### src/rtl/dep_mult_scheduler.sv
// Round-robin scheduler sharing one registered DOM GF(2^2) dependent multiplier.
// Ports: req/req_* in, gnt/m_* out, m_aq/m_bq in, rsp_* out; define DEP_SCHED_EXT_RAND_EN for rnd_z0/rnd_z1.
module dep_mult_scheduler #(
  parameter int          NREQ      = 4,
  parameter int          MUL_LAT   = 1,
  parameter logic [15:0] LFSR_SEED = 16'hACE1
) (
  input  logic              clk,
  input  logic              reset,
  input  logic [NREQ-1:0]   req,
  input  logic [2*NREQ-1:0] req_ax,
  input  logic [2*NREQ-1:0] req_ay,
  input  logic [2*NREQ-1:0] req_bx,
  input  logic [2*NREQ-1:0] req_by,
`ifdef DEP_SCHED_EXT_RAND_EN
  input  logic [1:0]        rnd_z0,
  input  logic [1:0]        rnd_z1,
`endif
  output logic [NREQ-1:0]   gnt,
  output logic [1:0]        m_ax,
  output logic [1:0]        m_ay,
  output logic [1:0]        m_bx,
  output logic [1:0]        m_by,
  output logic [1:0]        m_z0,
  output logic [1:0]        m_z1,
  input  logic [1:0]        m_aq,
  input  logic [1:0]        m_bq,
  output logic              rsp_valid,
  output logic [2:0]        rsp_id,
  output logic [1:0]        rsp_aq,
  output logic [1:0]        rsp_bq
);

  logic [2:0]      ptr;
  logic [7:0]      elig;
  logic [3:0]      cand;
  logic            found;
  logic [2:0]      win;
  logic [1:0]      sel_ax, sel_ay;
  logic [1:0]      sel_bx, sel_by;
  logic [NREQ-1:0] gnt_nxt;
  logic [1:0]      z0, z1;

  logic [MUL_LAT:0]      tag_v;
  logic [MUL_LAT:0][2:0] tag_id;

  // A request whose grant is currently high was consumed this cycle.
  always_comb begin
    elig  = 8'(req & ~gnt);
    found = 1'b0;
    win   = '0;
    cand  = '0;
    for (int k = 1; k <= NREQ; k++) begin
      cand = 4'(ptr) + 4'(k);
      if (cand >= 4'(NREQ))
        cand = cand - 4'(NREQ);
      if (!found && elig[cand[2:0]]) begin
        found = 1'b1;
        win   = cand[2:0];
      end
    end
  end

  always_comb begin
    sel_ax  = '0;
    sel_ay  = '0;
    sel_bx  = '0;
    sel_by  = '0;
    gnt_nxt = '0;
    for (int i = 0; i < NREQ; i++) begin
      gnt_nxt[i] = found && (win == 3'(i));
      if (win == 3'(i)) begin
        sel_ax = req_ax[2*i +: 2];
        sel_ay = req_ay[2*i +: 2];
        sel_bx = req_bx[2*i +: 2];
        sel_by = req_by[2*i +: 2];
      end
    end
  end

`ifdef DEP_SCHED_EXT_RAND_EN
  assign z0 = rnd_z0;
  assign z1 = rnd_z1;
`else
  localparam logic [15:0] SEED =
    (LFSR_SEED == 16'h0000) ? 16'h0001 : LFSR_SEED;

  logic [15:0] lfsr;
  logic        fb;

  // Fibonacci form of x^16+x^14+x^13+x^11+1, shifting right.
  assign fb = lfsr[0] ^ lfsr[2] ^ lfsr[3] ^ lfsr[5];
  assign z0 = lfsr[1:0];
  assign z1 = lfsr[3:2];

  always_ff @(posedge clk or negedge reset) begin
    if (!reset)
      lfsr <= SEED;
    else if (found)
      lfsr <= {fb, lfsr[15:1]};
  end
`endif

  // Idle cycles zero the operand ports so no stale share lingers.
  always_ff @(posedge clk or negedge reset) begin
    if (!reset) begin
      gnt  <= '0;
      m_ax <= '0;
      m_ay <= '0;
      m_bx <= '0;
      m_by <= '0;
      m_z0 <= '0;
      m_z1 <= '0;
      ptr  <= 3'(NREQ - 1);
    end else if (found) begin
      gnt  <= gnt_nxt;
      m_ax <= sel_ax;
      m_ay <= sel_ay;
      m_bx <= sel_bx;
      m_by <= sel_by;
      m_z0 <= z0;
      m_z1 <= z1;
      ptr  <= win;
    end else begin
      gnt  <= '0;
      m_ax <= '0;
      m_ay <= '0;
      m_bx <= '0;
      m_by <= '0;
      m_z0 <= '0;
      m_z1 <= '0;
    end
  end

  always_ff @(posedge clk or negedge reset) begin
    if (!reset) begin
      tag_v  <= '0;
      tag_id <= '0;
    end else begin
      tag_v  <= {tag_v[MUL_LAT-1:0], found};
      tag_id <= {tag_id[MUL_LAT-1:0], win};
    end
  end

  always_ff @(posedge clk or negedge reset) begin
    if (!reset) begin
      rsp_valid <= 1'b0;
      rsp_id    <= '0;
      rsp_aq    <= '0;
      rsp_bq    <= '0;
    end else begin
      rsp_valid <= tag_v[MUL_LAT];
      if (tag_v[MUL_LAT]) begin
        rsp_id <= tag_id[MUL_LAT];
        rsp_aq <= m_aq;
        rsp_bq <= m_bq;
      end
    end
  end

endmodule

### config.mk
export PLATFORM = sky130hd
export DESIGN_NAME = dep_mult_scheduler
export DESIGN_NICKNAME = d
export VERILOG_FILES = /design/src/rtl/dep_mult_scheduler.sv
export SDC_FILE = /design/constraint.sdc
export NUM_CORES = 1
export LEC_CHECK = 0
export CAP_MARGIN = 0
export CORE_ASPECT_RATIO = 1.25
export CORE_MARGIN = 1.5
export CORE_UTILIZATION = 40
export CTS_BUF_LIST = sky130_fd_sc_hd__clkbuf_4 sky130_fd_sc_hd__clkbuf_8
export DETAILED_ROUTE_END_ITERATION = 6
export PLACE_DENSITY = 0.71
export SLEW_MARGIN = 20
export SYNTH_ARGS = -nofsm -noshare
export SYNTH_HDL_FRONTEND = slang
export SYNTH_SLANG_ARGS = --single-unit
### constraint.sdc
create_clock -name clk -period 3 [get_ports clk]
set_clock_uncertainty 0.2 [all_clocks]
set_input_delay 0.45 -clock clk [delete_from_list [all_inputs] [get_ports clk]]
set_output_delay 0.45 -clock clk [all_outputs]
set_load 0.03 [all_outputs]
======== Word level (Yosys, flattened, before mapping) ========
Index checks and enable logic that the tools add are counted.
cells by class
  bitwise logic cells ..................... 5
  order comparisons ....................... 8
  equal/unequal tests ..................... 3
  reductions and logical operators ........ 11
  muxes and demuxes ....................... 43
  $add $sub $neg .......................... 8
operator list
  cell                                                               number
  two-way mux 2 bit                                                  22
  two-way mux 3 bit                                                  8
  greater-or-equal comparator 4 x 3 -> 1 bit, second input constant  4
  < comparator 3 x 4 -> 1 bit, second input constant                 4
  binary-select mux 1 bit (select 3 bit)                             4
  subtractor 3 bit, second input constant                            4
  adder 3 x 2 -> 4 bit, second input constant                        2
  AND 4 x 8 -> 8 bit                                                 1
  two-way mux 1 bit                                                  8
  NOT 4 -> 8 bit                                                     1
  logical AND 1 bit                                                  7
  equality test 3 x 2 -> 1 bit, second input constant                2
  adder 3 x 1 -> 4 bit, second input constant                        1
  adder 3 x 3 -> 4 bit, second input constant                        1
  two-way mux 4 bit                                                  1
  equality test 3 x 1 -> 1 bit, second input constant                1
  logical NOT 1 bit                                                  3
  logical NOT 3 bit                                                  1
  bitwise XOR 1 bit                                                  3
word-level totals
  bits of input ports ..................... 42
  output and inout bits ................... 24
  register bits ........................... 51

======== Logic depth before layout (Yosys ltp) ========
  word-level depth ........................ 21
  depth in mapped cells ................... 14

======== Least setup slack after synthesis ========
Ideal clock, no wire load.
  path type ............................... register to register
  start point ............................. register ptr[0]
  end point ............................... register m_ax[0]
  cell stages (with the launch flop) ...... 15
  slack ................................... -0.128 ns
  buffers on the path ..................... 3
  arrival ................................. 2.789 ns
  clock period less this slack ............ 3.128 ns
  cells stage by stage .................... dfstp_2 > buf_2 > inv_1 > ha_1 > buf_2 > and3b_1 > o221ai_1 > o21ai_2 > o311a_4 > nor2_4 > nand2_4 > clkinv_2 > buf_12 > mux2i_1 > o32ai_1
between the ends
  longest elaborated chain between the ends .. 21
RTL lines
  element                                                                                line    RTL
  from (decl)                                                                            34      logic [2:0] ptr;
  from (signal assigned)                                                                 114     ptr <= 3'(NREQ - 1);
  from (signal assigned)                                                                 123     ptr <= win;
  adder 3 x 1 -> 4 bit                                                                   54      cand = 4'(ptr) + 4'(k);
  greater-or-equal comparator 4 x 3 -> 1 bit / subtractor 3 bit (equally long branches)  55, 56
  two-way mux 3 bit                                                                      55      if (cand >= 4'(NREQ))
  binary-select mux 1 bit (select 3 bit)                                                 57      if (!found && elig[cand[2:0]]) begin
  two-way mux 1 bit (implied by the code)                                                57
  two-way mux 1 bit                                                                      57
  logical NOT 1 bit                                                                      57
  logical AND 1 bit                                                                      57
  [... 4 more ...]                                                                       -
  logical NOT 1 bit                                                                      57
  logical AND 1 bit                                                                      57
  two-way mux 3 bit *                                                                    57
  via win[0]                                                                             38      logic [2:0] win;
  logical NOT 3 bit                                                                      72      if (win == 3'(i)) begin
  two-way mux 2 bit (3 in a row)                                                         72
  two-way mux 2 bit *                                                                    72
  two-way mux 2 bit *                                                                    115     end else if (found) begin
  to (signal assigned)                                                                   117     m_ax <= sel_ax;
  to (decl)                                                                              20      output logic [1:0] m_ax,
The timed path passes the listed nets; every way through them passes the cells marked *. The select of a mux whose other input is x is not followed.
A chain may end at the register's enable or synchronous reset.

======== Worst setup path after layout ========
  start point ............................. register ptr[0]
  end point ............................... register m_ax[1]
between the ends
  longest elaborated chain between the ends .. 21
RTL lines
  element                                                                                line
  adder 3 x 1 -> 4 bit                                                                   54
  greater-or-equal comparator 4 x 3 -> 1 bit / subtractor 3 bit (equally long branches)  55, 56
  two-way mux 3 bit                                                                      55
  binary-select mux 1 bit (select 3 bit)                                                 57
  two-way mux 1 bit (implied by the code)                                                57
  two-way mux 1 bit                                                                      57
  logical NOT 1 bit                                                                      57
  logical AND 1 bit                                                                      57
  [... 2 more ...]                                                                       -
  logical AND 1 bit                                                                      57
  two-way mux 1 bit                                                                      57
  logical NOT 1 bit                                                                      57
  logical AND 1 bit                                                                      57
  two-way mux 3 bit                                                                      57
  logical NOT 3 bit                                                                      72
  two-way mux 2 bit (4 in a row)                                                         72
  two-way mux 2 bit *                                                                    115
Mark *: on every way between the ends. The rest lies on a longest branch, timed or not. The select of a mux whose other input is x is not followed.

==> metrics.md <==
| Metric | Value |
|---|---|
| Post-CTS setup buffers | `0` |
| Share of cells above drive strength 1 | `0.225` |
| Clk Latency, worst-skew pair | `roughly 0.3 ns` |
| Worst EP arrival | `2.78 ns` |
| Pre-CTS setup slack | `-0.0272 ns` |
| GRT Overall Usage | `0.159` |
| Boundary Pins | `66` |
| Comb pwr share | `0.629` |
| Core Region | `about 5700 um^2` |
| Net Sw Frac | `0.426` |
| Status | `finished clean` |
| Max-Cap Viols | `0` |
| Clk buf depth | `2` |
| Peak VDD IR | `roughly 0.00087 V` |
| Worst reg-to-reg setup slack | `0.20 ns` |
| Crit Path Class | `reg -> reg` |
| Leakage | `roughly 1.4 nW` |
| Die width | `between 70 and 80 um` |
| Max Clk Rate | `between 300 and 400 MHz` |
| Filler cell count | `slightly above 500` |
| Antenna viol nets, final | `0` |
| Post-layout minimum cycle time | `2.80 ns` |
| CP startpoint kind | `register` |
| Number of flops mapped to enable cells by yosys | `0` |
| Reg power frac | `0.278` |
| Die Ht | `89.0 um` |
| Drc violations | `0` |
| Setup Viol. Count Final | `0` |
| Antenna cells | `0` |
| CP Cell Sequence | `inv_2, ha_1, and3b_1, o221ai_2, o21ai_2, o311a_4, nor2_4, nand2_4, clkinv_2, mux2i_1, o32ai_1` |
| Post-synthesis net count | `roughly 240` |
| Syn_area_per_cell | `12.1 um^2` |
| Routed WL | `just under 5000 um` |
| Vias | `approximately 1,700` |
| DP HPWL | `between 3000 and 4000 um` |
| Synth top area share | `0.433` |
| Initial antenna violation count | `0` |
| Crit end category | `register` |
| First-pass DRT Iterations | `6` |
| Asr flop ratio synth | `1.00` |
| Final WS setup | `approximately 0.20 ns` |
| Register bit total from synthesis | `between 50 and 60` |
| Setup TNS | `0 ns` |
| Final period utilization | `0.933` |
| CP bufs+invs | `2` |
| Power density over cell area | `around 1400 nW/um^2` |
| Post-synthesis cell count | `~200` |
| H-tree depth | `2` |
| Final cell count without fillers | `~330` |
| Post-synthesis sequential area ratio | `0.544` |
| Cell family with most CP delay | `compound AO/OA/AOI/OAI gates` |
| Synth warn | `0` |
| Main flop type after synthesis | `dfrtp_1` |
| Footprint of the multi-input gates | `988 um^2` |
| WP data required | `between 2 and 3 ns` |
| IO buf count | `65` |
| Clk sinks | `51` |
| Slowest CP cell | `dfstp_2` |
| Global route overflow | `0` |
| Routed wire length per instance | `14.5 um` |
| Worst path max stage delay | `0.54 ns` |
| Register area | `around 1300 um^2` |
| Final Hold Fails | `0` |
| CTS root buffer | `clkbuf_8` |
| Placed instance count | `between 300 and 400` |
| Clock share of power | `0.093` |
| Most frequent cell after synthesis | `dfrtp_1` |
| Cell Int Power | `~0.0025 W` |
| Std cell rows | `31` |
| Crit-path max FO | `11` |
| CTS tree | `done` |
| Synth area leader | `dfrtp_1` |
| Global-route wire length before repair | `7800 um` |
| Area delta synth->final | `35.5%` |
| Distinct cell type count after synthesis | `47` |
| Post-synth top cells | `41 x dfrtp_1, 16 x mux2_2, 14 x nor2_1` |
| GP Congestion | `a little over 0.8` |
| Initial Util | `0.413` |
| Die area | `between 6000 and 7000 um^2` |
| Vias in the first global route | `~1,700` |
| Sw Pwr | `roughly 0.0019 W` |
| Worst-path clk slew | `around 0.09 ns` |
| Number of CTS-inserted buffers | `5` |
| 1st-iter DRT viols | `102` |
| Hold Path Class | `reg -> reg` |
| Nets | `just over 300` |
| Pin count of the biggest net entering global routing | `37` |
| Drt via density | `roughly 5.2` |
| Mapped Area | `2370 um^2` |
| Top post-synthesis cells by area | `dfrtp_1 43%, dfstp_2 11%, mux2_2 7.6%, mux2i_1 3.4%, o32ai_1 3.0%` |
| Unrepaired setup endpoints after global routing | `false` |
| Slew Limit Fails | `0` |
[registers in the layout, indices dropped and copies added, names as in the netlist]
register and flops:
m_by 2, rsp_id 3, m_z0 2, rsp_valid 1
gnt 4, tag_v 2, m_ay 2, m_z1 2
ptr 3, m_bx 2, rsp_bq 2, tag_id 6
lfsr 16, rsp_aq 2, m_ax 2
[path summary, 6_finish.rpt]
kind | from | to | cells after the start
hold / removal | tag_v[0]$_DFF_PN0_ | tag_v[1]$_DFF_PN0_ | 0
max in group asynchronous | reset | lfsr[10]$_DFFE_PN1P_ | 3
setup reg to reg | ptr[0]$_DFFE_PN1P_ | m_ax[1]$_DFF_PN0_ | 11
setup / recovery | ptr[0]$_DFFE_PN1P_ | m_ax[1]$_DFF_PN0_ | 11
hold reg to reg | tag_v[0]$_DFF_PN0_ | tag_v[1]$_DFF_PN0_ | 0
min in group asynchronous | reset | m_z0[1]$_DFF_PN0_ | 2
[cell type report]
cell class / count / share of cell area
timing repair buffer: 76 / 0.228
clock buffer: 7 / 0.0281
multi-input combinational: 126 / 0.308
tap: 66 / 0.0257
sequential: 51 / 0.402
clock inverter: 1 / 0.00156
inverter: 6 / 0.00741
[cells in the final DEF (no fill, tap or decap), types with 2 or more instances in the layout]
cell              n
inv_2             3
and3b_1           2
ha_1              2
nand2b_1          2
mux2i_1           8
nand3b_1          3
nor3b_1           4
a21o_1            5
o31ai_1           9
a21oi_1          11
inv_1             2
dfstp_2          10
o21ai_0           5
mux2_2           16
clkbuf_8          6
nor2_1           14
mux2_1            3
xnor2_1           3
buf_4            10
clkdlybuf4s50_1  64
and2_1            4
o32ai_1           8
dfrtp_1          41
nand2_1           4
clkinv_2          2
nand3_1           2
nor2b_1           2
[routing by layer]
metal	global-route usage	vias to the layer above	part of all wire
met2	0.282	64	0.51
met4	0.0515	0	0.013
met1	0.192	822	0.43
met5	0	-	0
met3	0.0372	6	0.043
li1	-	840	-
[kinds of logic (layout without fill, tap and decap cells)]
family                   after synthesis  after routing  share of synthesized area
other                                  1              1                    0.00158
multiplexers                          27             27                      0.124
adder cells (fa/ha/maj)                2              2                     0.0106
AO/OA/AOI/OAI                         50             50                      0.160
buffers and inverters                 18             90                     0.0423
flip-flops                            51             51                      0.544
XOR/XNOR                               3              3                     0.0111
AND/OR/NAND/NOR                       43             43                      0.106
[power by group through the flow]
stage	registers [W]	clock network [W]	logic, W
after global routing	0.00126	0.000448	0.00301
after CTS	0.00123	0.000422	0.00278
after global placement	0.00124	0	0.00273
after floorplan	0.00147	0	0.00184
after detailed placement	0.00124	0	0.00278
final	0.00122	0.000410	0.00277
[per-stage QoR]
step	hold WS (ns)	total power [W]	utilization	area [um^2]
floorplan	-0.0456	0.00331	-	2380
global placement	0.132	0.00396	0.540	3100
detailed placement	0.135	0.00402	0.540	3100
CTS	0.153	0.00443	0.559	3210
global route	0.163	0.00472	0.559	3210
finish	0.152	0.00441	0.559	3210
[repair_timing]
action / 4_1_cts / 5_1_grt
hold buffers: 1 / 0
setup endpoints to repair: 0 / 6
gates resized for setup: 0 / 1
hold endpoints to repair: 14 / 0
Note: power is estimated with default switching activity, not from simulation.
